==> config.mk <==
export PLATFORM = sky130hd
export DESIGN_NAME = exe_arbiter_flat
export DESIGN_NICKNAME = d
export VERILOG_FILES = /design/src/rtl/exe_arbiter_pkg.sv /design/src/rtl/exe_arbiter_if.sv /design/src/rtl/exe_arbiter_rr_arbiter2.sv /design/src/rtl/exe_unit.sv /design/src/rtl/exe_arbiter.sv /design/src/flat_wrapper.sv
export SDC_FILE = /design/constraint.sdc
export NUM_CORES = 1
export LEC_CHECK = 0
export CAP_MARGIN = 15
export CORE_MARGIN = 2
export CORE_UTILIZATION = 36
export DETAILED_ROUTE_END_ITERATION = 6
export PLACE_DENSITY_LB_ADDON = 0.1
export REMOVE_ABC_BUFFERS = 1
export SYNTH_ARGS = -nofsm -noshare
export SYNTH_HDL_FRONTEND = slang
export SYNTH_SLANG_ARGS = --single-unit
==> constraint.sdc <==
create_clock -name i_clk -period 6.8 [get_ports i_clk]
set_clock_uncertainty 0.05 [all_clocks]
set_input_delay 1.7 -clock i_clk [delete_from_list [all_inputs] [get_ports i_clk]]
set_output_delay 1.7 -clock i_clk [all_outputs]
set_load 0.02 [all_outputs]
==> src/rtl/exe_arbiter_pkg.sv <==
// Shared types and constants for the two-requester exe_unit front end.
package exe_arbiter_pkg;

    typedef enum logic [1:0] {
        IDLE = 2'd0,
        EXEC = 2'd1,
        RESP = 2'd2
    } state_t;

    localparam int unsigned OP_LAST = 32'd11;

    localparam int unsigned ADD    = 32'd0;
    localparam int unsigned OR     = 32'd1;
    localparam int unsigned NOR    = 32'd2;
    localparam int unsigned ASHR   = 32'd3;
    localparam int unsigned LSHR   = 32'd4;
    localparam int unsigned U2TOU1 = 32'd5;
    localparam int unsigned SMTOU2 = 32'd6;
    localparam int unsigned CRC3   = 32'd7;
    localparam int unsigned CRC4   = 32'd8;
    localparam int unsigned CNT0   = 32'd9;
    localparam int unsigned THERMO = 32'd10;
    localparam int unsigned ONEHOT = 32'd11;

endpackage

==> src/rtl/exe_arbiter_if.sv <==
// Request and response handshake bundle between requesters/consumer and exe_arbiter.
interface exe_arbiter_if #(
    parameter int M = 9,
    parameter int N = 4
);
    logic [1:0]   i_req_valid;
    logic [1:0]   o_req_ready;
    logic [M-1:0] i_argA0;
    logic [M-1:0] i_argB0;
    logic [N-1:0] i_oper0;
    logic [M-1:0] i_argA1;
    logic [M-1:0] i_argB1;
    logic [N-1:0] i_oper1;
    logic         o_rsp_valid;
    logic         i_rsp_ready;
    logic         o_rsp_id;
    logic [M-1:0] o_result;
    logic         o_vf;
    logic         o_pf;
    logic         o_nf;
    logic         o_of;
    logic         o_err;

    modport master (
        output i_req_valid, i_argA0, i_argB0, i_oper0, i_argA1, i_argB1, i_oper1, i_rsp_ready,
        input  o_req_ready, o_rsp_valid, o_rsp_id, o_result, o_vf, o_pf, o_nf, o_of, o_err
    );

    modport slave (
        input  i_req_valid, i_argA0, i_argB0, i_oper0, i_argA1, i_argB1, i_oper1, i_rsp_ready,
        output o_req_ready, o_rsp_valid, o_rsp_id, o_result, o_vf, o_pf, o_nf, o_of, o_err
    );
endinterface

==> src/rtl/exe_arbiter_rr_arbiter2.sv <==
// Two-input round-robin grant; prio points at the requester that wins a tie.
module rr_arbiter2 (
    input  logic       clk,
    input  logic       rst_n,
    input  logic [1:0] req,
    input  logic       enable,
    input  logic       accept,
    output logic [1:0] grant
);

    logic prio_r;

    // One-hot grant, forced to zero when the owner is not ready to accept.
    always_comb begin
        grant = 2'b00;
        if (!enable) begin
            grant = 2'b00;
        end else begin
            case (req)
                2'b01:   grant = 2'b01;
                2'b10:   grant = 2'b10;
                2'b11:   grant = prio_r ? 2'b10 : 2'b01;
                default: grant = 2'b00;
            endcase
        end
    end

    // Hand priority to the loser of each accepted grant.
    always_ff @(posedge clk or negedge rst_n) begin
        if (!rst_n)      prio_r <= 1'b0;
        else if (accept) prio_r <= grant[0];
        else             prio_r <= prio_r;
    end

endmodule

==> src/rtl/exe_unit.sv <==
// Combinational ALU: twelve opcodes, result plus overflow/parity/negative/all-ones flags.
module exe_unit
    import exe_arbiter_pkg::*;
#(
    parameter int M = 9,
    parameter int N = 4
) (
    input  logic [M-1:0] i_argA,
    input  logic [M-1:0] i_argB,
    input  logic [N-1:0] i_oper,
    output logic [M-1:0] o_result,
    output logic         o_vf,
    output logic         o_pf,
    output logic         o_nf,
    output logic         o_of
);

    // MSB-first LFSR with zero seed: remainder of d(x)*x^3 mod x^3+x+1.
    function automatic logic [2:0] crc3_f(input logic [M-1:0] d);
        logic [2:0] c;
        logic       fb;
        c = 3'b000;
        for (int i = M - 1; i >= 0; i--) begin
            fb = c[2] ^ d[i];
            c  = {c[1:0], 1'b0} ^ (fb ? 3'b011 : 3'b000);
        end
        return c;
    endfunction

    // Same scheme with x^4+x+1.
    function automatic logic [3:0] crc4_f(input logic [M-1:0] d);
        logic [3:0] c;
        logic       fb;
        c = 4'b0000;
        for (int i = M - 1; i >= 0; i--) begin
            fb = c[3] ^ d[i];
            c  = {c[2:0], 1'b0} ^ (fb ? 4'b0011 : 4'b0000);
        end
        return c;
    endfunction

    function automatic logic [M-1:0] cnt0_f(input logic [M-1:0] d);
        logic [M-1:0] n;
        n = {M{1'b0}};
        for (int i = 0; i < M; i++) begin
            if (!d[i]) n = n + {{(M-1){1'b0}}, 1'b1};
            else       n = n;
        end
        return n;
    endfunction

    function automatic logic [M-1:0] thermo_f(input logic [M-1:0] d);
        logic [M-1:0] t;
        for (int i = 0; i < M; i++) t[i] = (M'(i) < d);
        return t;
    endfunction

    function automatic logic [M-1:0] onehot_f(input logic [M-1:0] d);
        logic [M-1:0] t;
        for (int i = 0; i < M; i++) t[i] = (d == M'(i));
        return t;
    endfunction

    logic [M-1:0] result_s;
    logic         vf_s;

    // Opcode decode; unsupported opcodes yield zero.
    always_comb begin
        result_s = {M{1'b0}};
        vf_s     = 1'b0;
        case (i_oper)
            N'(ADD): begin
                result_s = i_argA + i_argB;
                vf_s     = (i_argA[M-1] == i_argB[M-1]) && (result_s[M-1] != i_argA[M-1]);
            end
            N'(OR):     result_s = i_argA | i_argB;
            N'(NOR):    result_s = ~(i_argA | i_argB);
            N'(ASHR):   result_s = $signed(i_argA) >>> i_argB;
            N'(LSHR):   result_s = i_argA >> i_argB;
            N'(U2TOU1): result_s = i_argA[M-1] ? (i_argA - {{(M-1){1'b0}}, 1'b1}) : i_argA;
            N'(SMTOU2): result_s = i_argA[M-1] ? ({M{1'b0}} - {1'b0, i_argA[M-2:0]}) : i_argA;
            N'(CRC3):   result_s = {{(M-3){1'b0}}, crc3_f(i_argA)};
            N'(CRC4):   result_s = {{(M-4){1'b0}}, crc4_f(i_argA)};
            N'(CNT0):   result_s = cnt0_f(i_argA);
            N'(THERMO): result_s = thermo_f(i_argA);
            N'(ONEHOT): result_s = onehot_f(i_argA);
            default:    result_s = {M{1'b0}};
        endcase
    end

    assign o_result = result_s;
    assign o_vf     = vf_s;
    assign o_pf     = ^result_s;
    assign o_nf     = result_s[M-1];
    assign o_of     = &result_s;

endmodule

==> src/rtl/exe_arbiter.sv <==
// Round-robin front end for exe_unit: latch winner, execute one cycle, hold response until consumed.
module exe_arbiter
    import exe_arbiter_pkg::*;
#(
    parameter int M = 9,
    parameter int N = 4
) (
    input  logic         i_clk,
    input  logic         i_rst_n,
    exe_arbiter_if.slave bus
);

    state_t       state_r;
    logic [M-1:0] arg_a_r, arg_b_r;
    logic [N-1:0] oper_r;
    logic         id_r;
    logic         rsp_valid_r, rsp_id_r, err_r;
    logic [M-1:0] result_r;
    logic         vf_r, pf_r, nf_r, of_r;

    logic [1:0]   grant_s;
    logic         idle_s;
    logic [M-1:0] eu_result_s;
    logic         eu_vf_s, eu_pf_s, eu_nf_s, eu_of_s;
    logic         eu_err_s;

    assign idle_s   = (state_r == IDLE) && i_rst_n;
    assign eu_err_s = (oper_r > N'(OP_LAST));

    rr_arbiter2 u_rr (
        .clk    (i_clk),
        .rst_n  (i_rst_n),
        .req    (bus.i_req_valid),
        .enable (idle_s),
        .accept (|grant_s),
        .grant  (grant_s)
    );

    exe_unit #(.M(M), .N(N)) u_exe (
        .i_argA   (arg_a_r),
        .i_argB   (arg_b_r),
        .i_oper   (oper_r),
        .o_result (eu_result_s),
        .o_vf     (eu_vf_s),
        .o_pf     (eu_pf_s),
        .o_nf     (eu_nf_s),
        .o_of     (eu_of_s)
    );

    // Control FSM with operand latches and registered response.
    always_ff @(posedge i_clk or negedge i_rst_n) begin
        if (!i_rst_n) begin
            state_r     <= IDLE;
            arg_a_r     <= {M{1'b0}};
            arg_b_r     <= {M{1'b0}};
            oper_r      <= {N{1'b0}};
            id_r        <= 1'b0;
            rsp_valid_r <= 1'b0;
            rsp_id_r    <= 1'b0;
            result_r    <= {M{1'b0}};
            vf_r        <= 1'b0;
            pf_r        <= 1'b0;
            nf_r        <= 1'b0;
            of_r        <= 1'b0;
            err_r       <= 1'b0;
        end else begin
            case (state_r)
                IDLE: begin
                    if (grant_s[1]) begin
                        arg_a_r <= bus.i_argA1;
                        arg_b_r <= bus.i_argB1;
                        oper_r  <= bus.i_oper1;
                        id_r    <= 1'b1;
                        state_r <= EXEC;
                    end else if (grant_s[0]) begin
                        arg_a_r <= bus.i_argA0;
                        arg_b_r <= bus.i_argB0;
                        oper_r  <= bus.i_oper0;
                        id_r    <= 1'b0;
                        state_r <= EXEC;
                    end else begin
                        state_r <= IDLE;
                    end
                end
                EXEC: begin
                    result_r    <= eu_err_s ? {M{1'b0}} : eu_result_s;
                    vf_r        <= eu_vf_s;
                    pf_r        <= eu_pf_s;
                    nf_r        <= eu_nf_s;
                    of_r        <= eu_of_s;
                    err_r       <= eu_err_s;
                    rsp_id_r    <= id_r;
                    rsp_valid_r <= 1'b1;
                    state_r     <= RESP;
                end
                RESP: begin
                    if (bus.i_rsp_ready) begin
                        rsp_valid_r <= 1'b0;
                        state_r     <= IDLE;
                    end else begin
                        state_r     <= RESP;
                    end
                end
                default: begin
                    rsp_valid_r <= 1'b0;
                    state_r     <= IDLE;
                end
            endcase
        end
    end

    assign bus.o_req_ready = grant_s;
    assign bus.o_rsp_valid = rsp_valid_r;
    assign bus.o_rsp_id    = rsp_id_r;
    assign bus.o_result    = result_r;
    assign bus.o_vf        = vf_r;
    assign bus.o_pf        = pf_r;
    assign bus.o_nf        = nf_r;
    assign bus.o_of        = of_r;
    assign bus.o_err       = err_r;

endmodule

==> src/flat_wrapper.sv <==
// flat-port wrapper written by rule: the top's interface ports become plain ports
module exe_arbiter_flat import exe_arbiter_pkg::*;
#(
    parameter int M = 9,
    parameter int N = 4
)
  (i_clk, i_rst_n, bus_i_req_valid, bus_i_argA0, bus_i_argB0, bus_i_oper0, bus_i_argA1, bus_i_argB1, bus_i_oper1, bus_i_rsp_ready, bus_o_req_ready, bus_o_rsp_valid, bus_o_rsp_id, bus_o_result, bus_o_vf, bus_o_pf, bus_o_nf, bus_o_of, bus_o_err);
  exe_arbiter_if #(.M(M), .N(N)) bus_i ();
  input  logic i_clk;
  input  logic i_rst_n;
  input wire logic [$bits(bus_i.i_req_valid)-1:0] bus_i_req_valid;
  input wire logic [$bits(bus_i.i_argA0)-1:0] bus_i_argA0;
  input wire logic [$bits(bus_i.i_argB0)-1:0] bus_i_argB0;
  input wire logic [$bits(bus_i.i_oper0)-1:0] bus_i_oper0;
  input wire logic [$bits(bus_i.i_argA1)-1:0] bus_i_argA1;
  input wire logic [$bits(bus_i.i_argB1)-1:0] bus_i_argB1;
  input wire logic [$bits(bus_i.i_oper1)-1:0] bus_i_oper1;
  input wire logic [$bits(bus_i.i_rsp_ready)-1:0] bus_i_rsp_ready;
  output wire logic [$bits(bus_i.o_req_ready)-1:0] bus_o_req_ready;
  output wire logic [$bits(bus_i.o_rsp_valid)-1:0] bus_o_rsp_valid;
  output wire logic [$bits(bus_i.o_rsp_id)-1:0] bus_o_rsp_id;
  output wire logic [$bits(bus_i.o_result)-1:0] bus_o_result;
  output wire logic [$bits(bus_i.o_vf)-1:0] bus_o_vf;
  output wire logic [$bits(bus_i.o_pf)-1:0] bus_o_pf;
  output wire logic [$bits(bus_i.o_nf)-1:0] bus_o_nf;
  output wire logic [$bits(bus_i.o_of)-1:0] bus_o_of;
  output wire logic [$bits(bus_i.o_err)-1:0] bus_o_err;
  assign bus_i.i_req_valid = bus_i_req_valid;
  assign bus_i.i_argA0 = bus_i_argA0;
  assign bus_i.i_argB0 = bus_i_argB0;
  assign bus_i.i_oper0 = bus_i_oper0;
  assign bus_i.i_argA1 = bus_i_argA1;
  assign bus_i.i_argB1 = bus_i_argB1;
  assign bus_i.i_oper1 = bus_i_oper1;
  assign bus_i.i_rsp_ready = bus_i_rsp_ready;
  assign bus_o_req_ready = bus_i.o_req_ready;
  assign bus_o_rsp_valid = bus_i.o_rsp_valid;
  assign bus_o_rsp_id = bus_i.o_rsp_id;
  assign bus_o_result = bus_i.o_result;
  assign bus_o_vf = bus_i.o_vf;
  assign bus_o_pf = bus_i.o_pf;
  assign bus_o_nf = bus_i.o_nf;
  assign bus_o_of = bus_i.o_of;
  assign bus_o_err = bus_i.o_err;
  exe_arbiter #(.M(M), .N(N)) u_core (.i_clk(i_clk), .i_rst_n(i_rst_n), .bus(bus_i));
endmodule
==> impl_metrics.yaml <==
outcome:
  status: "finished clean"
die:
  core_sq_um: 13300
  die_area_sq_um: 14600
  die_w_um: 121
  dieHeight_um: 121
  io_pins: 67
  row_count: 42
  initial_utilization: 0.369
yosys:
  postSynthCellCount: 665
  yosys_most_used_dff: "dfrtp_1"
  netlist.area_leader.share: 0.214
  async_flop_share: 1.00
  syn_area_sq_um: 4900
  ys_ff_latch: 42
  yosysUniqueCellTypes: 65
  avgSynthCellArea_sq_um: 7.37
  seq_area_frac_synth: 0.214
  yosysTopAreaCell: "dfrtp_1"
  synth.area.top_cells: "dfrtp_1, nand2_1, ha_1, xnor2_1, nor2_1"
  ys_warn_count: 0
  synth-edff-count: 0
global_route:
  grt_use_met1: 0.315
  grt_busiest_layer: "met2"
  grt_pass1_wl_um: 27100
  gr-usage-met3: 0.0283
  use_met2: 0.398
  grt_max_degree: 49
  grt_pass1_vias: 4965
  grtUsageTotal: 0.240
  antenna_found_initial: 0
  grt_overflow_total: 0
clock_tree:
  clkLatencyLatePin_ns: 0.30
  cts_setup_buffers: 0
  holdBufCountCts: 0
  cts_made_buffers: 5
  cts_tree: "done"
  cts.clk_slew.worst_paths_ns: 0.06
  clockBufferDepth: 2
  cts-resized-gates: 0
  cts.sinks: 42
  h-tree-depth: 2
  root_buffer: "clkbuf_16"
setup_path:
  worstPathRequired_ns: 6.91
  worstPathArrival_ns: 6.32
  crit_path_end_kind: "flip-flop"
  max_stage_delay_ns: 0.39
  start_kind: "flip-flop"
  crit_top_cell: "ha_1"
  cpMaxStageDelayCell: "dfrtp_1"
  crit_type: "reg -> reg"
  worstPathMaxFanout: 13
  reg2regPathDepth: 30
sta:
  rsz0062_at_grt: "no"
  period_share: 0.913
  fin_crit_ns: 6.21
  worst_pin_slew_ns: 0.931
  setup_violations: 0
  maxSlewViolCount: 0
  clock.fmax_ghz: 0.161
  postLayoutSetupSlackWorst_ns: 0.592
  finalHoldViolCount: 0
  final.setup.tns_ns: 0
  maxSlewHeadroom: 0.374
  hold_slack_ns: 0.426
placement:
  numPortBuffers: 66
  dp_hpwl_um: 13300
  dp_slack_ns: 0.610
  place.gp.congestion: 0.933
layout:
  final_util: 0.441
  diodes: 0
  nFillCells: 1408
  fin_nets: 792
  syn_to_final_growth_pct: 19.6
  drive_above_1_share: 0.0692
route:
  drt-vias-per-instance: 5.72
  drt-total-wl_um: 17100
  postRouteAntennaNets: 0
  drtIter0Drc: 292
  drt-wirelength-per-cell_um: 19.3
  vias: 5056
  firstDrtPassIters: 6
  drc: 0
job:
  drv_cap: 0
hold_path:
  hold-path-cell-count: 2
  hold_class: "reg -> reg"
-- area by class of cell --
class	count	area (sq um)	area share
Multi-Input combinational cell	553	3590	0.612
Timing Repair Buffer	80	758	0.129
Inverter	25	93.8	0.0160
Clock buffer	7	143	0.0243
Tap cell	176	220	0.0376
Sequential cell	42	1050	0.179
Clock inverter	1	8.76	0.00149
-- per-layer routing --
| layer | part of all wire | up-vias | wire [um] |
|---|---|---|---|
| li1 | - | 2449 | - |
| met3 | 0.047 | 37 | 806 |
| met5 | 0 | - | 0 |
| met2 | 0.47 | 156 | 8050 |
| met4 | 0.037 | 0 | 637 |
| met1 | 0.44 | 2414 | 7600 |
-- sequential cells by signal, indices dropped and copies added (netlist names) --
register	cells
u_core.bus.o_rsp_valid	1
u_core.id_r	1
u_core.u_rr.prio_r	1
u_core.oper_r	4
u_core.bus.o_pf	1
u_core.bus.o_err	1
u_core.arg_a_r	9
u_core.bus.o_nf	1
u_core.state_r	2
u_core.bus.o_rsp_id	1
u_core.bus.o_result	9
u_core.bus.o_of	1
u_core.bus.o_vf	1
u_core.arg_b_r	9
-- kinds of logic (layout without fill, tap and decap cells) --
logic type               Yosys count  after routing  synth area share
multiplexers                      21             21            0.0559
flip-flops                        42             42             0.214
XOR/XNOR                          50             50            0.0995
AO/OA/AOI/OAI                    161            161             0.214
AND/OR/NAND/NOR                  285            285             0.267
adder cells (fa/ha/maj)           36             36            0.0934
buffers and inverters             70            113            0.0559
-- final timing paths --
check                                               from                                 end  slack [ns]
hold reg to reg                  u_core.id_r$_DFFE_PN0P_     u_core.bus.o_rsp_id$_DFFE_PN0P_        0.43
min in group asynchronous                        i_rst_n       u_core.arg_b_r[0]$_DFFE_PN0P_        1.49
max in group asynchronous                        i_rst_n  u_core.bus.o_result[5]$_DFFE_PN0P_        4.80
hold / removal                   u_core.id_r$_DFFE_PN0P_     u_core.bus.o_rsp_id$_DFFE_PN0P_        0.43
setup / recovery           u_core.arg_a_r[0]$_DFFE_PN0P_         u_core.bus.o_pf$_DFFE_PN0P_        0.59
setup reg to reg           u_core.arg_a_r[0]$_DFFE_PN0P_         u_core.bus.o_pf$_DFFE_PN0P_        0.59
-- layout by cell type, fill, tap and decap left out, types with 9 or more instances in the layout --
cell type and n:
a21oi_1 38, a31oi_1 36, buf_4 13, clkdlybuf4s50_1 65
dfrtp_1 42, ha_1 35, inv_1 23, mux2i_1 9
nand2_1 117, nand2b_1 10, nand3_1 20, nor2_1 74
nor2b_1 11, nor3_1 15, o21ai_0 25, xnor2_1 37
-- worst max-delay path: cells and delay by family (launching register included) --
family,cells,cell delay [ns]
buffers and inverters,1,0.20
DFF,1,0.39
xor gates and xnor gates,4,0.57
AOI/OAI and AO/OA,7,1.32
muxes,1,0.28
adders and majority gates,7,2.06
and+or+nand+nor,10,1.21
-- metrics by stage --
| step | std cells | instance area (sq um) |
|---|---|---|
| floorplan | 620 | 4720 |
| global placement | 875 | 5710 |
| detailed placement | 875 | 5710 |
| CTS | 883 | 5860 |
| global route | 884 | 5860 |
| finish | 884 | 5860 |
-- synth_stat cells (4+ instances only) --
cell	number
nor2b_1	11
o21ai_0	25
a221oi_1	5
or3_1	4
o22ai_1	6
nand4_1	8
o211ai_1	7
buf_1	7
mux2i_1	9
nor3_1	15
a211oi_1	4
a21oi_1	38
mux4_2	4
inv_1	23
o221ai_1	5
o21a_1	5
mux2_2	7
nand2b_1	10
nand2_1	117
a22oi_1	5
nand3_1	21
clkbuf_1	34
nor2_1	74
nor4_1	4
ha_1	35
xnor2_1	37
xor2_1	8
a31oi_1	36
dfrtp_1	42
Power is not shown: default switching activity piles up to over one toggle a cycle in this logic, so the estimate is an artifact.
